**src/rtl/fifo_wr_arbiter.sv**
```systemverilog
// -----------------------------------------------------------------------------
// fifo_wr_arbiter
//
// Round-robin arbiter that shares the single write port of a FIFO among
// NUM_REQ requesters. One requester owns the port at a time, for a burst of
// up to MAX_BURST beats. Writes are gated on fifo_full, so the arbiter never
// overflows the FIFO. Lives in the FIFO write-clock domain and drives the
// FIFO wr_en/wdata inputs directly.
//
// Handshake: req[i] acts as "valid" for requester i, and the data on its
// req_data slice is held stable while req[i] is high. "Ready" for requester
// i is gnt[i] & !fifo_full. A beat (one FIFO write) happens in exactly the
// cycles where valid and ready are both high. The requester sees such a
// cycle as accepted and presents its next word in the following cycle.
// Dropping req while granted ends the burst, and that cycle carries no beat.
//
// Ports:
//   clk        - FIFO write clock
//   rst        - asynchronous, active-low reset
//   req        - per-requester write request
//   req_data   - requester i data at [i*WIDTH +: WIDTH]
//   fifo_full  - full flag from the FIFO
//   gnt        - registered grant, one-hot or zero
//   fifo_wr_en - write strobe to the FIFO (a beat)
//   fifo_wdata - data to the FIFO (slice of the granted requester, else 0)
//   active_id  - index of the granted requester, 0 when idle
//   beat_cnt   - beats accepted so far in the current burst
//   busy       - FSM state exposure: high in BURST
// -----------------------------------------------------------------------------
module fifo_wr_arbiter #(
  parameter int NUM_REQ   = 4,
  parameter int WIDTH     = 8,
  parameter int MAX_BURST = 4,
  parameter int ID_WIDTH  = $clog2(NUM_REQ),
  parameter int CNT_WIDTH = $clog2(MAX_BURST + 1)
) (
  input  logic                       clk,
  input  logic                       rst,
  input  logic [NUM_REQ-1:0]         req,
  input  logic [NUM_REQ*WIDTH-1:0]   req_data,
  input  logic                       fifo_full,
  output logic [NUM_REQ-1:0]         gnt,
  output logic                       fifo_wr_en,
  output logic [WIDTH-1:0]           fifo_wdata,
  output logic [ID_WIDTH-1:0]        active_id,
  output logic [CNT_WIDTH-1:0]       beat_cnt,
  output logic                       busy
);

  typedef enum logic {
    IDLE  = 1'b0,
    BURST = 1'b1
  } state_t;

  state_t              state;
  logic [ID_WIDTH-1:0] rr_ptr;

  logic                req_act;
  logic                gnt_act;
  logic                beat;
  logic                last_beat;
  logic [ID_WIDTH-1:0] next_ptr;
  logic                pick_vld;
  logic [ID_WIDTH-1:0] pick_id;

  // Modulo-NUM_REQ add for the round-robin search. The wrap is an explicit
  // compare, so NUM_REQ need not be a power of two.
  function automatic logic [ID_WIDTH-1:0] rr_index(input int base, input int off);
    int s;
    s = base + off;
    if (s >= NUM_REQ) s = s - NUM_REQ;
    return ID_WIDTH'(s);
  endfunction

  assign busy      = (state == BURST);
  assign req_act   = req[active_id];
  assign gnt_act   = gnt[active_id];
  assign beat      = req_act & gnt_act & ~fifo_full;
  assign last_beat = beat && (beat_cnt == CNT_WIDTH'(MAX_BURST - 1));

  assign fifo_wr_en = beat;
  // The data path follows gnt rather than beat. wdata is therefore visible
  // during a stall, but it is only written when wr_en is high.
  assign fifo_wdata = (|gnt) ? req_data[active_id*WIDTH +: WIDTH] : '0;

  // Pointer for the next arbitration: the requester just after the one that
  // finished, wrapping at NUM_REQ-1.
  assign next_ptr = (active_id == ID_WIDTH'(NUM_REQ - 1)) ? '0
                                                          : active_id + ID_WIDTH'(1);

  // Search order is rr_ptr, rr_ptr+1, ... (mod NUM_REQ). The first hit wins.
  always_comb begin
    pick_vld = 1'b0;
    pick_id  = '0;
    for (int k = 0; k < NUM_REQ; k++) begin
      if (!pick_vld && req[rr_index(int'(rr_ptr), k)]) begin
        pick_vld = 1'b1;
        pick_id  = rr_index(int'(rr_ptr), k);
      end
    end
  end

  always_ff @(posedge clk or negedge rst) begin
    if (!rst) begin
      state     <= IDLE;
      gnt       <= '0;
      rr_ptr    <= '0;
      active_id <= '0;
      beat_cnt  <= '0;
    end else begin
      case (state)
        IDLE: begin
          // Always at least one IDLE cycle between bursts: this is the
          // arbitration bubble.
          if (pick_vld && !fifo_full) begin
            state     <= BURST;
            gnt       <= NUM_REQ'(1) << pick_id;
            active_id <= pick_id;
            beat_cnt  <= '0;
          end
        end
        BURST: begin
          // A request drop wins over fifo_full. A full FIFO with req still
          // high just stalls, holding the grant and the count.
          if (!req_act || last_beat) begin
            state     <= IDLE;
            gnt       <= '0;
            active_id <= '0;
            beat_cnt  <= '0;
            rr_ptr    <= next_ptr;
          end else if (beat) begin
            beat_cnt <= beat_cnt + CNT_WIDTH'(1);
          end
        end
      endcase
    end
  end

endmodule

```
**config.mk**
```make
export PLATFORM = sky130hd
export DESIGN_NAME = fifo_wr_arbiter
export DESIGN_NICKNAME = d
export VERILOG_FILES = /design/src/rtl/fifo_wr_arbiter.sv
export SDC_FILE = /design/constraint.sdc
export NUM_CORES = 1
export LEC_CHECK = 0
export ABC_AREA = 1
export CORE_ASPECT_RATIO = 0.7
export CORE_MARGIN = 4
export CORE_UTILIZATION = 42
export DETAILED_ROUTE_END_ITERATION = 8
export PLACE_DENSITY = 0.79
export SYNTH_ARGS = -nofsm -noshare
export SYNTH_HDL_FRONTEND = slang
export SYNTH_SLANG_ARGS = --single-unit
```
**constraint.sdc**
```tcl
create_clock -name clk -period 1.7 [get_ports clk]
set_clock_uncertainty 0.1 [all_clocks]
set_input_delay 0.255 -clock clk [delete_from_list [all_inputs] [get_ports clk]]
set_output_delay 0.255 -clock clk [all_outputs]
set_load 0.01 [all_outputs]
```
-- Yosys cells after proc, flatten, opt, wreduce, memory -nomap -nowiden
Cells that the tools add are included.
- $add $sub $neg: 9
- $lt $le $gt $ge: 9
- equal/unequal tests: 5
- shift-type cells: 2
- muxes and demuxes: 39
- bitwise logic cells: 4
- reductions and logical operators: 15
- operators by type and width (operator ; count):
    $shiftx 32x6->8 ; 1
    $mux 2 ; 11
    $lt 2x3->1 const B ; 5
    $bmux 1 s2 ; 6
    $mux 1 ; 12
    $ge 3x3->1 const B ; 3
    $mux 3 ; 3
    $mux 4 ; 2
    $mux 8 ; 1
    $pmux 4 s2 ; 1
    $sub 2x1->2 const B ; 4
    $add 2x2->3 const B ; 2
    $pmux 3 s2 ; 1
    $reduce_and 2->1 ; 3
    $logic_and 1x1->1 ; 5
    $logic_not 1->1 ; 5
    $pmux 2 s2 ; 1
    $reduce_or 4->1 ; 1
    $shl 1x2->4 const A ; 1
    $add 2x1->3 const B ; 1
    $add 3x1->3 const B ; 1
    $eq 3x2->1 const B ; 1
    $ge 2x3->1 const B ; 1
    $ne 3x1->1 const B ; 1
    8 further kinds ; 10
- register bits after elaboration: 12
- input bits: 39
- logic and storage cells: 88

-- Depth between registers and ports, before layout
- depth in word-level cells: 17
- depth in mapped cells: 13
- gate-level depth less buffers: 12

-- Worst setup path after synthesis
OpenSTA, ideal clock, no wires.
- path kind: reg-to-output
- start point: register gnt[1]
- end point: output fifo_wdata[0]
- arrival time: 1.323 ns
- data required time: 1.345 ns
- slack: 0.022 ns
- cell stages (with the launch flop): 3
- buffers on the path: 0
- cell sequence: dfrtp_1 -> nor4_1 -> a21oi_1
- longest elaborated chain between the ends: 2
- ends and longest elaborated chain (what ; line ; source):
    from (decl) ; 42 ; output logic [NUM_REQ-1:0] gnt,
    from (signal assigned) ; 117 ; gnt <= NUM_REQ'(1) << pick_id;
    $reduce_or 4->1 ; 84 ; assign fifo_wdata = (|gnt) ? req_data[active_id*WIDTH +: WIDTH] : '0;
    $mux 8 ; 84 ;
    to (decl) ; 44 ; output logic [WIDTH-1:0] fifo_wdata,
No other way between the ends.

-- Worst setup path after layout
- start point: register active_id[0]
- end point: output fifo_wdata[2]
- longest elaborated chain between the ends: 2
- ends and longest elaborated chain (what ; line ; source):
    from (decl) ; 45 ; output logic [ID_WIDTH-1:0] active_id,
    from (signal assigned) ; 118 ; active_id <= pick_id;
    $shiftx 32x6->8 ; 84 ;
    $mux 8 ; 84 ;
No other way between the ends.

==> impl_metrics.yaml <==
power:
  finalPower_mw: 4.67
  pwr-share-seq_pct: 12.5
  clockPowerShare_pct: 7.0
  vdd_drop_max_mv: 1.28
  power.density_mw_per_mm2: 1870
  p_sw_share_pct: 50.4
  combPwrFrac_pct: 80.6
  switching_power_mw: 2.35
  p_int_mw: 2.32
  p_leak_nw: 1.25
sta:
  slew_headroom_pct: 59.4
  fin_crit_sh_pct: 111
  rsz0062_at_grt: "yes"
  drv_slew: 0
  finalWorstSetupSlack_ns: -0.180
  worst_pin_slew_ns: 0.607
  hold_viol: 0
  period_needed_ns: 1.88
  max_clock_freq_ghz: 0.532
  setup_tns_ns: -1.63
  fin_hold_ws_ns: 0.288
  timing.final.setup_violations: 17
synthesis:
  synth-seq-cells: 12
  avgSynthCellArea_sq_um: 5.90
  syn-cell-area_sq_mm: 0.00129
  synth-warning-count: 0
  syn_inst: 218
  synth_nets: 260
  synth.distinct_cells: 24
  yosysSeqAreaShare_pct: 23.3
detailed_routing:
  drt_iter0_markers: 91
  drc_errors: 0
  routed_wirelength_mm: 5.61
  via_per_inst: 5.38
  wire_per_inst_microns: 15.8
  via_count: 1904
  final_antenna_net_count: 0
  drt-pass1-iter-count: 4
worst_hold_path:
  worst_hold_path_type: "input pin to asynchronous set/reset pin"
floorplanning:
  die_w_microns: 74.1
  rows: 16
  die-area_sq_mm: 0.00403
  io_pins: 58
  initial_core_util_pct: 44.9
  die_y_microns: 54.3
  core-area_sq_mm: 0.00286
grt:
  grt-ovfl-total: 0
  grt_max_degree: 19
  grt_pass1_vias: 1681
  grt_antenna_before_repair: 0
  track_usage_pct: 24.3
  grt_pass1_wl_mm: 7.54
finish:
  fin_nets: 361
  nFillCells: 174
  drive_gt1_share_pct: 40.9
  antennaDiodeCount: 0
  area_delta_synth_final_pct: 94.1
placed_design:
  hpwl_mm: 3.45
  port_buffers: 57
  routabilityCongestion: 0.837
critical_path:
  cp-end-kind: "primary output"
  critPathRequiredTime_ns: 1.34
  crit_fanout: 6
  path_class: "flop to primary output"
  startpoint_type: "flop"
  worstPathArrival_ns: 1.52
clocking:
  clk_pin_slew_ns: 0.06
  h-tree-depth: 1
  root_buffer: "clkbuf_8"
  cts_buffers: 3
  cts.sinks: 12
  cts_tree: "yes"
  clkLatencyLatePin_ns: 0.25
  clk_path_buf_depth: 2
status:
  violations: "setup timing"
  status: "complete, but fails checks"
job:
  maxCapViolCount: 0
[worst max-delay path, cell delays in order, from the launching register on]
cell and delay, ns:
dfrtp_2 0.45, buf_6 0.13, buf_6 0.12, nor2_1 0.17
nor2_1 0.08, o21ai_1 0.12, a21oi_2 0.08, buf_2 0.14
[cell usage in the layout, fill, tap and decap left out, types with 7 or more instances in the layout]
master,n
nand2_1,42
clkdlybuf4s50_1,41
nor2_1,34
buf_4,30
nand2_2,23
o21ai_1,21
inv_1,12
buf_6,12
nand3_1,10
buf_2,10
nand2_4,9
nand3_2,7
[metal layers]
metal	track usage, %	wire length (microns)	vias to the layer above
li1	-	-	906
met1	32.5	2260	896
met2	39.9	2830	83
met3	5.14	344	19
met4	6.93	173	0
met5	0	0	-
[worst paths after layout]
kind	from	end	slack (ns)	cells past startpoint
max	active_id[0]	fifo_wdata[2]	-0.18	7
min	rst	beat_cnt[2]	0.29	1
max reg2reg	rr_ptr[0]	gnt[1]	-0.12	11
min reg2reg	beat_cnt[1]	beat_cnt[1]	0.41	2
max in group asynchronous	rst	gnt[3]	0.78	1
min in group clk	beat_cnt[1]	beat_cnt[1]	0.41	2
[synth_stat cells]
| cell type | count | area, sq um |
|---|---|---|
| buf_6 | 3 | 33.8 |
| clkbuf_1 | 1 | 3.75 |
| nor4_1 | 1 | 6.26 |
| o21ai_0 | 23 | 115 |
| nand3_1 | 18 | 90.1 |
| nor2_1 | 41 | 154 |
| nand3_4 | 1 | 17.5 |
| nor2_2 | 1 | 6.26 |
| or2_2 | 1 | 6.26 |
| nor2_4 | 2 | 22.5 |
| inv_2 | 3 | 11.3 |
| buf_2 | 3 | 15.0 |
| nand3b_1 | 1 | 7.51 |
| inv_1 | 13 | 48.8 |
| nand3_2 | 1 | 10.0 |
| o21ai_1 | 3 | 15.0 |
| nand4_1 | 2 | 12.5 |
| nand2_1 | 60 | 225 |
| nand2_2 | 13 | 81.3 |
| ha_1 | 3 | 37.5 |
| o211ai_1 | 1 | 7.51 |
| a21oi_1 | 10 | 50.1 |
| inv_6 | 1 | 8.76 |
| dfrtp_1 | 12 | 300 |
[power by group through the flow]
stage | Sequential [mW] | Combinational [mW] | Clock [mW]
floorplan | 0.515 | 1.57 | 0
global placement | 0.535 | 2.67 | 0
detailed placement | 0.537 | 2.73 | 0
CTS | 0.557 | 3.04 | 0.324
global route | 0.599 | 4.04 | 0.344
finish | 0.582 | 3.76 | 0.325
[kinds of logic (layout without fill, tap and decap cells)]
group / Yosys count / in the layout / share of synthesized area [%]
flops: 12 / 12 / 23.3
simple gates: 142 / 143 / 49.7
compound gates: 37 / 37 / 14.6
fa+ha+maj: 3 / 3 / 2.92
buf+inv: 24 / 123 / 9.44
[sequential cells by signal, indices dropped and copies added (netlist names)]
signal     flops
beat_cnt       3
active_id      2
gnt            4
rr_ptr         2
busy           1
[layout make-up]
class	count	area (sq um)	area share, %
Tap cell	36	45.0	1.80
Timing Repair Buffer	102	933	37.4
Inverter	17	71.3	2.86
Clock buffer	4	55.1	2.21
Sequential cell	12	308	12.3
Multi-Input combinational cell	183	1080	43.4
[metrics by stage]
step	setup slack, ns	cells	area (sq um)	utilization (%)
finish	-0.180	354	2500	87.2
floorplan	0.0220	218	1290	-
CTS	-0.0902	345	2250	78.6
detailed placement	-0.506	331	2060	72.1
global route	-0.236	354	2500	87.2
global placement	-0.463	331	2060	72.1
[what timing repair did]
item                       4_1_cts  5_1_grt
setup buffers                    7        9
hold buffers                     0        0
setup endpoints to repair       23       24
pin swaps                       21       28
resized for setup               80       63
gates cloned                     3        0
Note: power is estimated with default switching activity, not from simulation.
